--- src/rtl/spiker_ctrl_pkg.sv ---
// Shared types and default widths for the spiker frame sequencer.
package spiker_ctrl_pkg;

  localparam int STEP_W_DEF = 8;
  localparam int TMO_W_DEF  = 16;

  typedef enum logic [2:0] {
    S_IDLE   = 3'd0,
    S_SAMPLE = 3'd1,
    S_SETTLE = 3'd2,
    S_FIRE   = 3'd3,
    S_WAIT   = 3'd4,
    S_FINISH = 3'd5
  } seq_state_e;

endpackage

--- src/rtl/spiker_step_watchdog.sv ---
// Per-timestep watchdog: limit latched on load, counter held at zero while cleared,
// expire asserted on the last allowed enabled cycle. A zero limit disables it.
module spiker_step_watchdog #(
  parameter int TMO_W = 16
) (
  input  logic             clk_i,
  input  logic             rst_ni,
  input  logic             load_i,
  input  logic [TMO_W-1:0] limit_i,
  input  logic             clr_i,
  input  logic             en_i,
  output logic             expire_o
);

  logic [TMO_W-1:0] lim_q, cnt_q;
  logic [TMO_W:0]   cnt_nxt;

  always_ff @(posedge clk_i or negedge rst_ni) begin
    if (!rst_ni) begin
      lim_q <= '0;
      cnt_q <= '0;
    end else begin
      if (load_i) lim_q <= limit_i;
      if (clr_i)                     cnt_q <= '0;
      else if (en_i && cnt_q != '1) cnt_q <= cnt_q + 1'b1;
    end
  end

  // Counter value 0 is the first WAIT cycle, so expiring at cnt+1 == limit
  // makes the flag visible exactly 'limit' cycles after WAIT entry.
  assign cnt_nxt  = {1'b0, cnt_q} + {{TMO_W{1'b0}}, 1'b1};
  assign expire_o = en_i && (lim_q != '0) && (cnt_nxt == {1'b0, lim_q});

endmodule

--- src/rtl/spiker_frame_sequencer.sv ---
// Frame sequencer: sample strobe, settle delay, then n_steps core timesteps via
// start/ready handshake; reports busy/done/irq and watchdog timeouts.
module spiker_frame_sequencer
  import spiker_ctrl_pkg::*;
#(
  parameter int STEP_W     = STEP_W_DEF,
  parameter int TMO_W      = TMO_W_DEF,
  parameter int SETTLE_CYC = 2
) (
  input  logic              clk_i,
  input  logic              rst_ni,
  input  logic              start_i,
  input  logic              abort_i,
  input  logic [STEP_W-1:0] n_steps_i,
  input  logic [TMO_W-1:0]  timeout_i,
  output logic              sample_o,
  output logic              core_start_o,
  input  logic              core_ready_i,
  input  logic              core_done_i,
  output logic              busy_o,
  output logic              done_o,
  output logic [STEP_W-1:0] step_cnt_o,
  output logic              err_tmo_o,
  output logic              irq_o,
  input  logic              irq_clr_i
);

  localparam int SET_W = (SETTLE_CYC > 1) ? $clog2(SETTLE_CYC) : 1;
  localparam logic [SET_W-1:0] SET_LAST = SET_W'(SETTLE_CYC - 1);

  seq_state_e        state_q, state_d;
  logic [STEP_W-1:0] n_steps_q, n_steps_d;
  logic [STEP_W-1:0] step_cnt_q, step_cnt_d;
  logic [SET_W-1:0]  settle_q, settle_d;
  logic              irq_q, irq_d, err_q, err_d;
  logic              irq_set, err_set;
  logic              wd_load, wd_expire, in_wait, do_abort;
  logic [STEP_W-1:0] step_inc;

  assign in_wait  = (state_q == S_WAIT);
  assign do_abort = abort_i && (state_q != S_IDLE);
  assign step_inc = (step_cnt_q == '1) ? step_cnt_q : step_cnt_q + 1'b1;

  spiker_step_watchdog #(.TMO_W(TMO_W)) u_wdog (
    .clk_i    (clk_i),
    .rst_ni   (rst_ni),
    .load_i   (wd_load),
    .limit_i  (timeout_i),
    .clr_i    (!in_wait),
    .en_i     (in_wait),
    .expire_o (wd_expire)
  );

  always_ff @(posedge clk_i or negedge rst_ni) begin
    if (!rst_ni) begin
      state_q    <= S_IDLE;
      n_steps_q  <= '0;
      step_cnt_q <= '0;
      settle_q   <= '0;
      irq_q      <= 1'b0;
      err_q      <= 1'b0;
    end else begin
      state_q    <= state_d;
      n_steps_q  <= n_steps_d;
      step_cnt_q <= step_cnt_d;
      settle_q   <= settle_d;
      irq_q      <= irq_d;
      err_q      <= err_d;
    end
  end

  always_comb begin
    state_d      = state_q;
    n_steps_d    = n_steps_q;
    step_cnt_d   = step_cnt_q;
    settle_d     = settle_q;
    irq_set      = 1'b0;
    err_set      = 1'b0;
    wd_load      = 1'b0;
    sample_o     = 1'b0;
    core_start_o = 1'b0;
    done_o       = 1'b0;

    unique case (state_q)
      S_IDLE: begin
        if (start_i) begin
          state_d    = S_SAMPLE;
          n_steps_d  = (n_steps_i == '0) ? {{(STEP_W-1){1'b0}}, 1'b1} : n_steps_i;
          step_cnt_d = '0;
          wd_load    = 1'b1;
        end
      end
      S_SAMPLE: begin
        sample_o = 1'b1;
        settle_d = '0;
        state_d  = S_SETTLE;
      end
      S_SETTLE: begin
        if (settle_q == SET_LAST) state_d  = S_FIRE;
        else                      settle_d = settle_q + 1'b1;
      end
      S_FIRE: begin
        core_start_o = 1'b1;
        if (core_ready_i) state_d = S_WAIT;
      end
      S_WAIT: begin
        // A done landing on the expiry cycle still counts as a completed step.
        if (core_done_i) begin
          step_cnt_d = step_inc;
          state_d    = (step_inc == n_steps_q) ? S_FINISH : S_FIRE;
        end else if (wd_expire) begin
          err_set = 1'b1;
          irq_set = 1'b1;
          state_d = S_IDLE;
        end
      end
      S_FINISH: begin
        done_o  = 1'b1;
        irq_set = 1'b1;
        state_d = S_IDLE;
      end
      default: state_d = S_IDLE;
    endcase

    // Abort overrides everything; core_start drops now so the core never sees
    // a handshake the sequencer has already walked away from.
    if (do_abort) begin
      state_d      = S_IDLE;
      step_cnt_d   = step_cnt_q;
      irq_set      = 1'b0;
      err_set      = 1'b0;
      done_o       = 1'b0;
      core_start_o = 1'b0;
    end

    irq_d = irq_set ? 1'b1 : (irq_clr_i ? 1'b0 : irq_q);
    err_d = err_set ? 1'b1 : (irq_clr_i ? 1'b0 : err_q);
  end

  assign busy_o     = (state_q != S_IDLE);
  assign step_cnt_o = step_cnt_q;
  assign err_tmo_o  = err_q;
  assign irq_o      = irq_q;

endmodule

--- config.mk ---
export PLATFORM = sky130hd
export DESIGN_NAME = spiker_frame_sequencer
export DESIGN_NICKNAME = d
export VERILOG_FILES = /design/src/rtl/spiker_ctrl_pkg.sv /design/src/rtl/spiker_step_watchdog.sv /design/src/rtl/spiker_frame_sequencer.sv
export SDC_FILE = /design/constraint.sdc
export NUM_CORES = 1
export LEC_CHECK = 0
export CAP_MARGIN = 0
export CORE_ASPECT_RATIO = 0.6
export CORE_MARGIN = 3
export CORE_UTILIZATION = 35
export DETAILED_ROUTE_END_ITERATION = 8
export SLEW_MARGIN = 20
export SYNTH_ARGS = -nofsm -noshare
export SYNTH_HDL_FRONTEND = slang
export SYNTH_HIERARCHICAL = 1
export SYNTH_SLANG_ARGS = --single-unit
--- constraint.sdc ---
create_clock -name clk_i -period 9.15 [get_ports clk_i]
set_clock_uncertainty 0.2 [all_clocks]
set_input_delay 1.83 -clock clk_i [delete_from_list [all_inputs] [get_ports clk_i]]
set_output_delay 1.83 -clock clk_i [all_outputs]
set_load 0.02 [all_outputs]
==> Word level (Yosys, flattened, before mapping) <==
Index checks and enable logic that the tools add are counted.
{ "totals": {"reg_bits": 54, "in_bits": 31, "output_inout_bits": 14, "elab_cells": 77} }
{ "classes": {"n_addsub": 4, "eq_ne": 16, "n_mux": 33, "n_bitwise": 1, "reduce_logical": 15} }
{ "ops": {"columns": ["op", "count"], "rows": [
  ["$mux 16", 2],
  ["$mux 8", 4],
  ["$mux 3", 7],
  ["$add 16x1->17 const B", 1],
  ["$eq 17x16->1", 1],
  ["$add 16x1->16 const B", 1],
  ["$mux 1", 16],
  ["$ne 16x16->1 const B", 1],
  ["$pmux 8 s2", 1],
  ["$reduce_bool 16->1", 1],
  ["$pmux 3 s5", 1],
  ["$ne 3x3->1 const B", 3],
  ["$add 8x1->8 const B", 1],
  ["$eq 8x8->1", 1],
  ["$eq 8x8->1 const B", 1],
  ["$logic_not 8->1", 1],
  ["$reduce_and 4->1", 2],
  ["$reduce_bool 2->1", 4],
  ["$eq 3x2->1 const B", 2],
  ["$eq 3x3->1 const B", 2],
  ["$ne 2x2->1 const B", 3],
  ["$logic_and 1x1->1", 4],
  ["$ne 4x4->1 const B", 1],
  ["$pmux 1 s2", 2],
  ["6 further kinds", 6]
]} }

==> Longest topological paths before layout <==
{ "depth": {"depth_word": 8, "mapped_depth": 13, "ltp_nobuf": 12} }

==> Hierarchy <==
Netlist, hierarchy kept.
{ "modules_own_cells": {"columns": ["module", "n_inst", "cells_each", "area_each_um2", "seq_area_each_um2"], "rows": [
  ["spiker_step_watchdog", 1, 195, 1939.4, 800.8],
  ["spiker_frame_sequencer", 1, 157, 1425.1, 550.5]
]} }

==> Least setup slack after synthesis <==
OpenSTA, ideal clock, no wires.
{ "synth_timing": {"kind": "input-to-output", "startpoint": "input abort_i", "endpoint": "output done_o", "t_arrival_ns": 2.762, "required_ns": 7.120, "setup_slack_ns": 4.358, "cell_stages": 2, "n_path_buf": 1, "cell_sequence": "buf_2 nor4bb_1"} }
{ "synth_between": {"elab_chain_cells": 2} }
{ "synth_rtl": {"columns": ["item", "line_no", "text"], "rows": [
  ["from (decl)", "spiker_frame_sequencer.sv:13", "input logic abort_i,"],
  ["$logic_and 1x1->1", "spiker_frame_sequencer.sv:41", "assign do_abort = abort_i && (state_q != S_IDLE);"],
  ["$mux 1", "spiker_frame_sequencer.sv:127", "if (do_abort) begin"],
  ["to (decl)", "spiker_frame_sequencer.sv:21", "output logic done_o,"]
]} }
No other way between the ends.

==> Worst setup path in the final report <==
Same ends and word-level chain as after synthesis.

==> metrics.cfg <==
[setup_path]
cpLargestDelayFamily = buffers and inverters
worst-path-buf-inv = 2
required_ns = 7.12
r2r_slack_ns = 4.97
critical-path-max-stage-delay_ns = 0.67
crit_path_top_delay_cell = clkdlybuf4s50_1
critPathArrivalTime_ns = 3.47
cp_max_fo = 9
worst_setup_path_end_kind = primary output
critPathKind = in2out
crit_chain = clkdlybuf4s50_1, nor4bb_1, clkdlybuf4s50_1
start_kind = input pin
reg2reg_from = state_q[1]
ff2ff_path_depth = 12
cpMostUsedCell = clkdlybuf4s50_1
regToRegEndpoint = state_q[2]

[synthesis]
async_flop_share_pct = 100
synth-main-ff-cell = dfrtp_1
syn_inst = 352
ys_seq_area_share_pct = 40.2
syn_area_per_cell_um2 = 9.56
yosysTopAreaCellShare_pct = 40.2
synthTopCellsByArea = dfrtp_1, mux2_2, nor2_1, xnor2_1, xor2_1
mappedNetlistNets = 385
synth_top_cell_by_area = dfrtp_1
ys_top_cells_by_count = dfrtp_1, nor2_1, a21oi_1, xnor2_1, xor2_1
synth_most_common_cell = dfrtp_1
synth_edf_count = 0
synth.distinct_cells = 69
ys_ff_latch = 54
ys_warn_count = 6
synthesis.area_um2 = 3360

[global_routing]
antenna_found_initial = 0
grt_pass1_vias = 2562
grt_pass1_wl_um = 13700
grt_max_degree = 55
grtUsageTotal_pct = 15.8
grt.overflow.total = 0

[route]
via_count = 2813
drc_errors = 0
drt_wl_total_um = 8400
drt_iter0_markers = 263
vias_per_cell = 5.44
drt_pass1_iterations = 4
antenna_left = 0
wl_per_cell_um = 16.3

[sta]
rsz0062_at_grt = no
finalSetupTns_ns = 0
final.period_utilization_pct = 60.2
finalHoldWorstSlack_ns = 0.313
slew_violations = 0
tightest_slew_ns = 0.766
setup-violations-final = 0
min_period_ns = 5.50
hold_viol = 0
slew_headroom_pct = 48.8
fmax_mhz = 182

[clock_network]
insertion_delay_ns = 0.30
clkTransAtPathRegs_ns = 0.07
cts_tree = built
ctsLongestPathBuffers = 2
cts_repair_resize_count = 0
h-tree-depth = 2
clkSinkCount = 54
numCtsBuffers = 5
cts-root-buf = clkbuf_16
cts_hold_buf = 0
post_cts_buffers = 0

[floorplan]
rows = 27
core_area_um2 = 9260
ios = 45
dieArea_um2 = 10900
dieWidth_um = 133
chipHeight_um = 81.9
start_util_pct = 36.3

[place]
dp.cells = 510
gp_congestion = 0.879
hpwl_um = 6190
port_buffers = 44

[layout]
drive_gt1_share_pct = 10.6
stdcell_count = 517
fill_cells = 928
areaGrowthSynthToFinish_pct = 19.8
num_antenna_cells = 0
nets = 420
utilization_pct = 43.6

[pwr]
peakVddDrop_uv = 110
p_leak_uw = 0.00152
cellPowerDensity_nw_per_um2 = 215

[min_path]
hold_end = err_tmo_o
hp-start = err_tmo_o
whs_path_depth = 1
min_path_type = reg2reg

[outcome]
status = finished, final reports clean

[flow_run]
cap_violations = 0

## worst max-delay path by stage
stage / startpoint / endpoint / slack, ns / cells past startpoint
2_1_floorplan: abort_i / done_o / 4.36 / 2
3_3_place_gp: abort_i / done_o / 3.68 / 3
3_5_place_dp: abort_i / done_o / 3.65 / 3
4_1_cts: abort_i / done_o / 3.64 / 3
5_1_grt: abort_i / done_o / 3.51 / 3
6_report: abort_i / done_o / 3.65 / 3
## report_power, final
group	internal [uW]	switching, uW
combinational	154	140
sequential	302	81.9
clock	100	87.7
total	556	309
## metal layers
layer  vias to the layer above  GRT usage [%]  part of all wire, %
met1                      1353           25.2                   55
met4                         0           3.42                  1.0
met3                         8           4.35                  6.4
li1                       1366              -                    -
met5                         -              0                    0
met2                        86           20.5                   37
## cell families after synthesis
kind of cell             count (synthesis)  share of synthesized area (%)
multiplexers                            25                           8.29
adder cells (fa/ha/maj)                  2                          0.744
AND/OR/NAND/NOR                        141                           23.8
buffers and inverters                   25                           3.24
AO/OA/AOI/OAI                           70                           14.4
XOR/XNOR                                35                           9.33
flip-flops                              54                           40.2
## per-stage QoR
| stage | instance area [um2] | power (uW) | setup slack, ns |
|---|---|---|---|
| after floorplan | 3360 | 583 | 4.36 |
| after global placement | 3890 | 673 | 3.68 |
| after detailed placement | 3890 | 680 | 3.65 |
| after CTS | 4030 | 871 | 3.64 |
| after global routing | 4030 | 919 | 3.51 |
| final | 4030 | 865 | 3.65 |
## cell type report
class | count | area [um2] | area share (%)
multi-input cells | 273 | 1900 | 47.2
flip-flops and latches | 54 | 1350 | 33.5
repair buffers | 45 | 443 | 11.0
well taps | 130 | 163 | 4.03
clock buffers | 5 | 125 | 3.10
inverters | 8 | 30.0 | 0.745
clock inverters | 2 | 15.0 | 0.372
## placed cells by master, fill, tap and decap left out, types with 9 or more instances in the layout
cell type / netlist / layout
o21ai_0: 11 / 11
nor3_1: 9 / 9
dfrtp_1: 54 / 54
xor2_1: 17 / 17
clkdlybuf4s50_1: 0 / 43
nand3_1: 10 / 10
nand2_1: 13 / 13
xnor2_1: 17 / 17
nor2_1: 41 / 41
nand4_1: 10 / 10
mux2_2: 16 / 16
a21oi_1: 17 / 17
## registers in the layout, summed over array words and instances (netlist names)
| register | flops |
|---|---|
| u_wdog/cnt_q | 16 |
| u_wdog/lim_q | 16 |
| n_steps_q | 8 |
| step_cnt_o | 8 |
| state_q | 3 |
| err_tmo_o | 1 |
| irq_o | 1 |
| settle_q | 1 |
Power figures use the tool's default switching activity.
